<file path="src/rtl/cu_pkg.sv">
// Shared constants, decoded-control struct and state enum for the multi-cycle RV32I control unit.
// The extended branch set is enabled by defining CU_BRANCH_EXT_EN.
package cu_pkg;
  localparam logic [6:0] OP_R      = 7'b0110011;
  localparam logic [6:0] OP_I      = 7'b0010011;
  localparam logic [6:0] OP_LOAD   = 7'b0000011;
  localparam logic [6:0] OP_STORE  = 7'b0100011;
  localparam logic [6:0] OP_BRANCH = 7'b1100011;
  localparam logic [6:0] OP_JAL    = 7'b1101111;

  localparam logic [3:0] ALU_ADD  = 4'd0;
  localparam logic [3:0] ALU_SUB  = 4'd1;
  localparam logic [3:0] ALU_XOR  = 4'd2;
  localparam logic [3:0] ALU_AND  = 4'd3;
  localparam logic [3:0] ALU_OR   = 4'd4;
  localparam logic [3:0] ALU_SLL  = 4'd6;
  localparam logic [3:0] ALU_SRL  = 4'd7;
  localparam logic [3:0] ALU_SRA  = 4'd8;
  localparam logic [3:0] ALU_SLT  = 4'd9;
  localparam logic [3:0] ALU_SLTU = 4'd10;

  localparam logic [1:0] IMM_I = 2'b00;
  localparam logic [1:0] IMM_S = 2'b01;
  localparam logic [1:0] IMM_B = 2'b10;
  localparam logic [1:0] IMM_J = 2'b11;

  localparam int ST_Z = 0;
  localparam int ST_N = 1;
  localparam int ST_C = 2;
  localparam int ST_V = 3;

  typedef enum logic [2:0] {
    S_FETCH, S_DECODE, S_EXEC, S_MEM, S_BR, S_WB, S_TRAP
  } cu_state_e;

  typedef struct packed {
    logic       is_load;
    logic       is_store;
    logic       is_branch;
    logic       is_jal;
    logic [2:0] br_f3;
    logic       alu_src;
    logic [1:0] imm_src;
    logic [3:0] alu_op;
  } cu_ctrl_t;

  localparam cu_ctrl_t CTRL_RST = '{alu_src: 1'b1, default: '0};

  // Branch condition from latched flags; C=1 means no borrow (a >= b unsigned).
  function automatic logic branch_taken(input logic [2:0] f3, input logic [3:0] fl);
    case (f3)
      3'b000:  return fl[ST_Z];
      3'b001:  return !fl[ST_Z];
      3'b100:  return fl[ST_N] ^ fl[ST_V];
      3'b101:  return !(fl[ST_N] ^ fl[ST_V]);
      3'b110:  return !fl[ST_C];
      3'b111:  return fl[ST_C];
      default: return 1'b0;
    endcase
  endfunction
endpackage

</file>
<file path="src/rtl/multicycle_control_unit_if.sv">
// Memory-side handshake bundle of the multi-cycle control unit.
// A request (ifetch_req / dmem_req) stays high until the matching completion (instr_valid / mem_ready)
// is seen in the same cycle; completions while the request is low are ignored.
interface multicycle_control_unit_if;
  logic [31:0] instr;
  logic        instr_valid;
  logic        mem_ready;
  logic        ifetch_req;
  logic        dmem_req;

  modport master (output ifetch_req, dmem_req, input instr, instr_valid, mem_ready);
  modport slave  (input ifetch_req, dmem_req, output instr, instr_valid, mem_ready);
endinterface

</file>
<file path="src/rtl/cu_decoder.sv">
// Purely combinational map from the instruction register to control fields plus an illegal flag.
// Branch funct3 100-111 decode only when CU_BRANCH_EXT_EN is defined.
module cu_decoder
  import cu_pkg::*;
(
  input  logic [31:0] ir,
  output cu_ctrl_t    ctrl,
  output logic        illegal
);
  logic [6:0] opcode, f7;
  logic [2:0] f3;
  logic       unused_fields;

  assign opcode        = ir[6:0];
  assign f3            = ir[14:12];
  assign f7            = ir[31:25];
  assign unused_fields = ^{ir[24:15], ir[11:7]};

  always_comb begin
    ctrl       = CTRL_RST;
    ctrl.br_f3 = f3;
    illegal    = 1'b0;
    case (opcode)
      OP_R, OP_I: begin
        ctrl.alu_src = (opcode == OP_R);
        case (f3)
          3'b000: ctrl.alu_op = (opcode == OP_R && f7 == 7'b0100000) ? ALU_SUB : ALU_ADD;
          3'b001: ctrl.alu_op = ALU_SLL;
          3'b010: ctrl.alu_op = ALU_SLT;
          3'b011: ctrl.alu_op = ALU_SLTU;
          3'b100: ctrl.alu_op = ALU_XOR;
          3'b101: ctrl.alu_op = ir[30] ? ALU_SRA : ALU_SRL;
          3'b110: ctrl.alu_op = ALU_OR;
          default: ctrl.alu_op = ALU_AND;
        endcase
        // funct7 is an immediate for I-type except on shifts.
        if (opcode == OP_R || f3 == 3'b001 || f3 == 3'b101) begin
          if (f3 == 3'b000 || f3 == 3'b101)
            illegal = (f7 != 7'b0000000) && (f7 != 7'b0100000);
          else
            illegal = (f7 != 7'b0000000);
          if (opcode == OP_I && f3 == 3'b000) illegal = 1'b0;
        end
      end
      OP_LOAD: begin
        ctrl.is_load = 1'b1;
        ctrl.alu_src = 1'b0;
        illegal      = (f3 != 3'b010);
      end
      OP_STORE: begin
        ctrl.is_store = 1'b1;
        ctrl.alu_src  = 1'b0;
        ctrl.imm_src  = IMM_S;
        illegal       = (f3 != 3'b010);
      end
      OP_BRANCH: begin
        ctrl.is_branch = 1'b1;
        ctrl.alu_op    = ALU_SUB;
        ctrl.imm_src   = IMM_B;
`ifdef CU_BRANCH_EXT_EN
        illegal = (f3 == 3'b010) || (f3 == 3'b011);
`else
        illegal = (f3 != 3'b000) && (f3 != 3'b001);
`endif
      end
      OP_JAL: begin
        ctrl.is_jal  = 1'b1;
        ctrl.alu_src = 1'b0;
        ctrl.imm_src = IMM_J;
      end
      default: illegal = 1'b1;
    endcase
  end
endmodule

</file>
<file path="src/rtl/multicycle_control_unit.sv">
// Multi-cycle RV32I control unit: FETCH/DECODE/EXEC/MEM/BR/WB/TRAP sequencer owning the instruction register.
// Optional macro CU_BRANCH_EXT_EN adds BLT/BGE/BLTU/BGEU.
module multicycle_control_unit
  import cu_pkg::*;
#(
  parameter int ALUOP_W  = 5,
  parameter int STATUS_W = 4
) (
  input  logic                      clk,
  input  logic                      rst,
  multicycle_control_unit_if.master mem,
  input  logic [STATUS_W-1:0]       status,
  output logic [31:0]               ir,
  output logic                      regRW,
  output logic                      ALUsrc,
  output logic                      mRW,
  output logic                      wb,
  output logic                      pcsrc,
  output logic [1:0]                immsrc,
  output logic [ALUOP_W-1:0]        ALUop,
  output logic                      pc_en,
  output logic                      illegal,
  output cu_state_e                 state_dbg
);
  cu_state_e           state_q, state_d;
  logic [31:0]         ir_q, ir_d;
  cu_ctrl_t            ctrl_q, ctrl_d, dec_ctrl;
  logic [STATUS_W-1:0] flags_q, flags_d;
  logic                st_pc_q, st_pc_d;
  logic                dec_illegal;

  cu_decoder u_dec (.ir(ir_q), .ctrl(dec_ctrl), .illegal(dec_illegal));

  always_ff @(posedge clk) begin
    if (rst) begin
      state_q <= S_FETCH;
      ir_q    <= '0;
      ctrl_q  <= CTRL_RST;
      flags_q <= '0;
      st_pc_q <= 1'b0;
    end else begin
      state_q <= state_d;
      ir_q    <= ir_d;
      ctrl_q  <= ctrl_d;
      flags_q <= flags_d;
      st_pc_q <= st_pc_d;
    end
  end

  always_comb begin
    state_d = state_q;
    ir_d    = ir_q;
    ctrl_d  = ctrl_q;
    flags_d = flags_q;
    st_pc_d = 1'b0;
    case (state_q)
      S_FETCH: if (mem.instr_valid) begin
        ir_d    = mem.instr;
        state_d = S_DECODE;
      end
      S_DECODE: begin
        ctrl_d  = dec_ctrl;
        state_d = dec_illegal ? S_TRAP : S_EXEC;
      end
      S_EXEC: begin
        if (ctrl_q.is_branch) begin
          flags_d = status;
          state_d = S_BR;
        end else if (ctrl_q.is_load || ctrl_q.is_store) state_d = S_MEM;
        else state_d = S_WB;
      end
      // A store's PC advance is deferred to the first FETCH cycle so it never
      // overlaps mRW and does not depend combinationally on mem_ready.
      S_MEM: if (mem.mem_ready) begin
        state_d = ctrl_q.is_load ? S_WB : S_FETCH;
        st_pc_d = ctrl_q.is_store;
      end
      S_BR, S_WB: state_d = S_FETCH;
      S_TRAP:     state_d = S_TRAP;
      default:    state_d = S_FETCH;
    endcase
  end

  always_comb begin
    mem.ifetch_req = 1'b0;
    mem.dmem_req   = 1'b0;
    regRW          = 1'b0;
    mRW            = 1'b0;
    wb             = 1'b0;
    pc_en          = 1'b0;
    pcsrc          = 1'b1;
    illegal        = 1'b0;
    ALUsrc         = ctrl_q.alu_src;
    immsrc         = ctrl_q.imm_src;
    ALUop          = ALUOP_W'(ctrl_q.alu_op);
    if (rst) begin
      ALUsrc = 1'b1;
      immsrc = IMM_I;
      ALUop  = '0;
    end else begin
      case (state_q)
        S_FETCH: begin
          mem.ifetch_req = 1'b1;
          pc_en          = st_pc_q;
        end
        S_MEM: begin
          mem.dmem_req = 1'b1;
          mRW          = ctrl_q.is_store;
        end
        S_BR: begin
          pc_en = 1'b1;
          pcsrc = !branch_taken(ctrl_q.br_f3, flags_q[3:0]);
        end
        S_WB: begin
          regRW = 1'b1;
          wb    = ctrl_q.is_load;
          pc_en = 1'b1;
          pcsrc = !ctrl_q.is_jal;
        end
        S_TRAP:  illegal = 1'b1;
        default: ;
      endcase
    end
  end

  assign ir        = ir_q;
  assign state_dbg = state_q;
endmodule

</file>
<file path="src/flat_wrapper.sv">
// flat-port wrapper written by rule: the top's interface ports become plain ports
module multicycle_control_unit_flat import cu_pkg::*;
#(
  parameter int ALUOP_W  = 5,
  parameter int STATUS_W = 4
)
  (clk, rst, status, ir, regRW, ALUsrc, mRW, wb, pcsrc, immsrc, ALUop, pc_en, illegal, state_dbg, mem_ifetch_req, mem_dmem_req, mem_instr, mem_instr_valid, mem_mem_ready);
  multicycle_control_unit_if mem_i ();
  input  logic clk;
  input  logic rst;
  input  logic [STATUS_W-1:0] status;
  output logic [31:0] ir;
  output logic regRW;
  output logic ALUsrc;
  output logic mRW;
  output logic wb;
  output logic pcsrc;
  output logic [1:0] immsrc;
  output logic [ALUOP_W-1:0] ALUop;
  output logic pc_en;
  output logic illegal;
  output cu_state_e state_dbg;
  output wire logic [$bits(mem_i.ifetch_req)-1:0] mem_ifetch_req;
  output wire logic [$bits(mem_i.dmem_req)-1:0] mem_dmem_req;
  input wire logic [$bits(mem_i.instr)-1:0] mem_instr;
  input wire logic [$bits(mem_i.instr_valid)-1:0] mem_instr_valid;
  input wire logic [$bits(mem_i.mem_ready)-1:0] mem_mem_ready;
  assign mem_ifetch_req = mem_i.ifetch_req;
  assign mem_dmem_req = mem_i.dmem_req;
  assign mem_i.instr = mem_instr;
  assign mem_i.instr_valid = mem_instr_valid;
  assign mem_i.mem_ready = mem_mem_ready;
  multicycle_control_unit #(.ALUOP_W(ALUOP_W), .STATUS_W(STATUS_W)) u_core (.clk(clk), .rst(rst), .mem(mem_i), .status(status), .ir(ir), .regRW(regRW), .ALUsrc(ALUsrc), .mRW(mRW), .wb(wb), .pcsrc(pcsrc), .immsrc(immsrc), .ALUop(ALUop), .pc_en(pc_en), .illegal(illegal), .state_dbg(state_dbg));
endmodule
</file>
<file path="config.mk">
export PLATFORM = sky130hd
export DESIGN_NAME = multicycle_control_unit_flat
export DESIGN_NICKNAME = d
export VERILOG_FILES = /design/src/rtl/cu_pkg.sv /design/src/rtl/multicycle_control_unit_if.sv /design/src/rtl/cu_decoder.sv /design/src/rtl/multicycle_control_unit.sv /design/src/flat_wrapper.sv
export SDC_FILE = /design/constraint.sdc
export NUM_CORES = 1
export LEC_CHECK = 0
export CORE_MARGIN = 2
export CORE_UTILIZATION = 39
export CTS_BUF_LIST = sky130_fd_sc_hd__clkbuf_8
export CTS_CLUSTER_SIZE = 14
export DETAILED_ROUTE_END_ITERATION = 8
export PLACE_DENSITY = 0.74
export SYNTH_ARGS = -nofsm -noshare
export SYNTH_HDL_FRONTEND = slang
export SYNTH_SLANG_ARGS = --single-unit
</file>
<file path="constraint.sdc">
create_clock -name clk -period 1.5 [get_ports clk]
set_input_delay 0.45 -clock clk [delete_from_list [all_inputs] [get_ports clk]]
set_output_delay 0.45 -clock clk [all_outputs]
set_load 0.01 [all_outputs]
</file>
==> results.cfg, run 1 <==
[run_status]
status = finished, violations left
violations = negative setup slack

[routing]
drt_iter0_drc = 112
vias = 2858
vias_per_cell = 5.263
wirelength_um = 8762
drc = 0
ant_nets = 0
wire_per_inst_um = 16.14
dr.pass1.iters = 6

[global_route]
grt_pass1_vias = 2719
antenna_found_initial = 0
grt_pass1_wl_um = 12360
grt-ovfl-total = 0
grt_use_total_pct = 21.14
grt_start_max_net_pins = 34

[timing]
post-route-period-util_pct = 140.7
finalHoldViolCount = 0
setup_violations = 54
fin_ws_ns = -0.6098
fmax_mhz = 474.0
period_needed_ns = 2.110
holdWs_ns = 0.4544
tns_ns = -5.519
rsz0062_at_grt = true
slew_viol_final = 0
finalClockSkew_ns = 0.009718

[critical_path]
rrSetupSlack_ns = -0.13
r2r-start = u_core.state_dbg[0]$_SDFFE_PP0P_
cp_max_fo = 2
worst_setup_path_start_kind = register
critical_path_class = reg -> out
worstSetupStartpoint = u_core.flags_q[1]$_SDFFE_PP0P_
cp_data_arrival_time_ns = 1.66
worstSetupEndpointType = primary output
cp.required_ns = 1.05

[layout]
fin_area_um2 = 4503
drive_gt1_share_pct = 40.77
nets = 506
syn_to_final_growth_pct = 79.50
diodes = 0

[power_and_ir_drop]
intPower_w = 0.003902
pwr-share-seq_pct = 29.5
ir_worst_vdd_uv = 938.8
powerDensity_nw_per_um2 = 1419
p_switching_w = 0.002488
swShare_pct = 38.93
clkPwrFrac_pct = 12.1
pwr-share-comb_pct = 58.4
power_leakage_nw = 1.845

[placement]
gp_congestion = 0.8635
hpwl_um = 4908
portBuffers = 89
dpl_cell_area_um2 = 3744

[logic_synthesis]
syn_inst = 330
yosysWarnings = 0
synth_compound_area_share_pct = 18.75
ys.flop_type = dfxtp_1
yosys.area.top_type = dfxtp_1
yosys-top-cells-count = nand2_1, dfxtp_1, a21oi_1
yosysTopAreaCellShare_pct = 43.09
synth-simple-area-share_pct = 28.03
yosys.cell_count.top_type = nand2_1
syn_nets = 370
synthTopCellsByArea = dfxtp_1, nand2_1, a21oi_1, nor2b_1, nor2_1
yosys.area_share.xor_xnor_pct = 1.397
syn_area_um2 = 2509
synth_seq_cells = 54
synthAdderAreaFrac_pct = 0
synth_top_family_by_area = simple AND/OR/NAND/NOR gates
synthMuxAreaShare_pct = 1.596
synth_area_per_cell_um2 = 7.602
yosys.cell_types.count = 54
async_flop_share_pct = 0
yosysSeqAreaShare_pct = 43.09
synth-edff-count = 0

[clock_network]
insertion_delay_ns = 0.31
numClockSinks = 54
cts_max_path_buffers = 2
cts_buffers = 5
htreeDepth = 2
cts_tree = done
cts_root_buf = clkbuf_8
clkTransAtPathRegs_ns = 0.10

[worst_hold_path]
hold_class = reg -> reg
min_from = u_core.ctrl_q[2]$_SDFFE_PP0P_

[die]
io_pins = 91
num_rows = 29
die_area_um2 = 7090
initial_utilization_pct = 39.96
core_area_um2 = 6277
die_y_um = 84.20
die_x_um = 84.20

[flow_run]
maxCapViolations = 0
[state kept, by name, indices dropped and copies added, names as in the netlist]
name,flops
u_core.state_dbg,3
u_core.flags_q,4
u_core.st_pc_q,1
u_core.ctrl_q,14
u_core.ir,32
[metal layers]
layer / GRT usage [%] / part of all wire [%] / up-vias
met4: 7.625 / 1.4 / 0
li1: - / - / 1376
met1: 24.91 / 40 / 1369
met2: 36.80 / 53 / 97
met3: 5.801 / 6.2 / 16
met5: 0 / 0 / -
[worst max-delay path, cell delays in order (launching register included)]
cell       delay [ns]
dfxtp_2          0.33
xor2_1           0.18
o2111ai_1        0.18
or3b_4           0.41
o21ai_2          0.12
buf_2            0.14
[layout by cell type, fill, tap and decap left out, types with 7 or more instances in the layout]
| cell type | Yosys | final |
|---|---|---|
| a21oi_1 | 50 | 25 |
| a21oi_2 | 1 | 26 |
| buf_2 | 11 | 10 |
| buf_4 | 4 | 36 |
| buf_6 | 1 | 28 |
| clkdlybuf4s50_1 | 0 | 38 |
| dfxtp_1 | 54 | 45 |
| dfxtp_2 | 0 | 7 |
| dlygate4sd2_1 | 0 | 30 |
| inv_1 | 7 | 8 |
| nand2_1 | 90 | 68 |
| nand2_2 | 0 | 19 |
| nor2_1 | 15 | 9 |
| nor2b_1 | 10 | 7 |
[final timing paths]
kind,endpoint,depth (start not counted)
worst max register to register,u_core.ir[0]$_SDFFE_PP0P_,9
worst min-delay path,u_core.ctrl_q[2]$_SDFFE_PP0P_,2
worst min register to register,u_core.ctrl_q[2]$_SDFFE_PP0P_,2
worst max-delay path,pcsrc,5
[power by group through the flow]
stage	Sequential [W]	Clock, W	Combinational [W]
floorplan	0.00197	0	0.00127
detailed placement	0.00188	0	0.00247
CTS	0.00185	0.000782	0.00281
finish	0.00188	0.000775	0.00373
global placement	0.00187	0	0.00242
global route	0.00191	0.000833	0.00398
[logic make-up after synthesis]
logic type,count (synthesis)
AO/OA/AOI/OAI,79
XOR/XNOR,4
buffers and inverters,37
flip-flops,54
multiplexers,4
other,1
AND/OR/NAND/NOR,151
[metrics by stage]
| stage | cells | power (W) | utilization, % | worst slack, ns |
|---|---|---|---|---|
| after floorplan | 330 | 0.003233 | - | -0.08847 |
| after global placement | 508 | 0.004290 | 59.64 | -0.6109 |
| after detailed placement | 508 | 0.004344 | 59.64 | -0.6268 |
| after CTS | 525 | 0.005441 | 64.04 | -0.5663 |
| after global routing | 543 | 0.006726 | 71.74 | -0.6926 |
| final | 543 | 0.006390 | 71.74 | -0.6098 |
[layout make-up]
type / count / area, µm²
tap: 77 / 96.34
inverter: 8 / 35.03
clock buffer: 5 / 68.82
sequential: 54 / 1097
multi-input combinational: 239 / 1644
timing repair buffer: 158 / 1554
fill: 490 / 1774
clock inverter: 2 / 7.507
[repair_timing]
action | CTS | global route
resized for setup | 144 | 101
gates cloned | 2 | 3
pin swaps | 10 | 24
hold buffers | 0 | 0
setup buffers | 9 | 15
endpoints found under the setup margin | 91 | 64
Note: power is estimated with default switching activity, not from simulation.
==> inputs of run 2 (changes only) <==
CORE_ASPECT_RATIO = 1.2   (was default)
CORE_UTILIZATION = 42   (was 39)
PLACE_DENSITY = 0.79   (was 0.74)
==> run 2 against run 1 <==
The run still ends with negative setup slack left. Worst hold slack better by 0.0099 ns. Routed wire length is 19% higher. Core utilization grew 12 points. Sequential power about the same. Design area is 6.1% higher. Global-route usage increased by 2.4 points. Power increased by 13%. Via count up 5.0%. Flip-flop and latch count stayed put. Critical path type unchanged.
==> results.cfg, run 2 (synthesis gave the netlist of run 1 again) <==
[global_route]
antenna_found_initial = 0
grt_pass1_vias = 2704
met1_usage_pct = 25.53
top_usage_layer = met2
grt-ovfl-total = 0
met2_usage_pct = 43.52
grt_use_total_pct = 23.52
globalRouteMet3Util_pct = 6.378
grt_start_max_net_pins = 33
grt_pass1_wl_um = 11990

[run_status]
status = finished, violations left
violations = negative setup slack

[routing]
wirelength_um = 10450
dr.pass1.iters = 4
drt_iter0_drc = 189
vias = 3002
vias_per_cell = 5.488
drc = 0
wire_per_inst_um = 19.10
ant_nets = 0

[layout]
syn_to_final_growth_pct = 90.47
layout_common_cells = nand2_1, dfxtp_1, buf_4, a21oi_2, clkdlybuf4s50_1
fillers = 315
drive_gt1_share_pct = 47.54
fin_area_um2 = 4778
layout_commonest_cell = nand2_1
diodes = 0
nets = 506
largest_reg_flops = 32

[clock_network]
numClockSinks = 54
clkTransAtPathRegs_ns = 0.10
cts_buffers = 5
htreeDepth = 2
insertion_delay_ns = 0.31
cts_tree = done
cts_root_buf = clkbuf_8
cts_max_path_buffers = 2

[timing]
holdWs_ns = 0.4644
fmax_mhz = 490.0
setup_violations = 54
tns_ns = -5.337
rsz0062_at_grt = true
fin_ws_ns = -0.5410
period_needed_ns = 2.041
finalClockSkew_ns = 0.006878
slew_viol_final = 0
finalHoldViolCount = 0
post-route-period-util_pct = 136.1

[critical_path]
critical_path_class = reg -> out
cp_max_fo = 2
worst_setup_path_start_kind = register
crit_slowest_cell = or3b_1
worstSetupEndpointType = primary output
cp.buffers_inverters = 1
crit_chain = xor2_1 -> o2111ai_1 -> or3b_1 -> o21ai_2 -> buf_2
cp_top_family = simple AND/OR/NAND/NOR gates
cp.required_ns = 1.05
cp_data_arrival_time_ns = 1.59
slowest_delay_ns = 0.37

[placement]
gp_congestion = 0.8668
dpl_cell_area_um2 = 3720
hpwl_um = 5151
portBuffers = 89

[die]
initial_utilization_pct = 43.97
num_rows = 30
io_pins = 91
core_area_um2 = 5705
die_area_um2 = 6610
die_x_um = 74.55
die_y_um = 88.66

[power_and_ir_drop]
powerDensity_nw_per_um2 = 1516
power_leakage_nw = 2.060
power.total_w = 0.007246
ir_worst_vdd_uv = 1095

[flow_run]
maxCapViolations = 0

[worst_hold_path]
hold_class = reg -> reg
## run 2: cell type report
class	count	area (µm²)	share of cell area, %
multi-input cells	239	1863	38.99
repair buffers	158	1546	32.36
flip-flops and latches	54	1096	22.94
well taps	80	100.1	2.095
clock buffers	5	68.82	1.440
clock inverters	3	68.82	1.440
inverters	8	35.03	0.7332
## run 2: final timing paths
path | start | to | slack [ns] | cells past startpoint
min | u_core.ir[20]$_SDFFE_PP0P_ | u_core.ir[20]$_SDFFE_PP0P_ | 0.46 | 2
max reg2reg | u_core.state_dbg[1]$_SDFFE_PP0P_ | u_core.ctrl_q[6]$_SDFFE_PP1P_ | -0.24 | 7
min reg2reg | u_core.ir[20]$_SDFFE_PP0P_ | u_core.ir[20]$_SDFFE_PP0P_ | 0.46 | 2
max | u_core.flags_q[1]$_SDFFE_PP0P_ | pcsrc | -0.54 | 5
## run 2: tightest hold or removal path: cells and delay by family, from the launching register on
family	cells	cell delay, ns
flops	1	0.32
simple gates	1	0.06
compound gates	1	0.04
## run 2: stage by stage
step	instances	setup WS [ns]	utilization, %
after global placement	509	-0.5987	65.20
after floorplan	330	-0.08847	-
final	547	-0.5410	83.75
after CTS	528	-0.5466	71.23
after global routing	547	-0.6144	83.75
after detailed placement	509	-0.6118	65.20
## run 2: power breakdown
part	leakage [nW]	switching, W	total [W]	internal (W)
clock network	0.0683	0.000511	0.00118	0.000669
logic	1.55	0.00216	0.00417	0.00201
registers	0.444	0.000209	0.00189	0.00168
total	2.06	0.00288	0.00725	0.00437
## run 2: per-layer routing
metal | vias to the layer above | wire (µm)
li1 | 1381 | -
met3 | 32 | 511
met5 | - | 0
met1 | 1460 | 3741
met2 | 129 | 5893
met4 | 0 | 299
## run 2: timing repair
| item | 4_1_cts | 5_1_grt |
|---|---|---|
| setup endpoints to repair | 95 | 60 |
| cloned | 2 | 5 |
| pin swaps | 11 | 76 |
| buffers inserted | 10 | 15 |
| gates resized for setup | 150 | 145 |
| hold buffers | 0 | 0 |
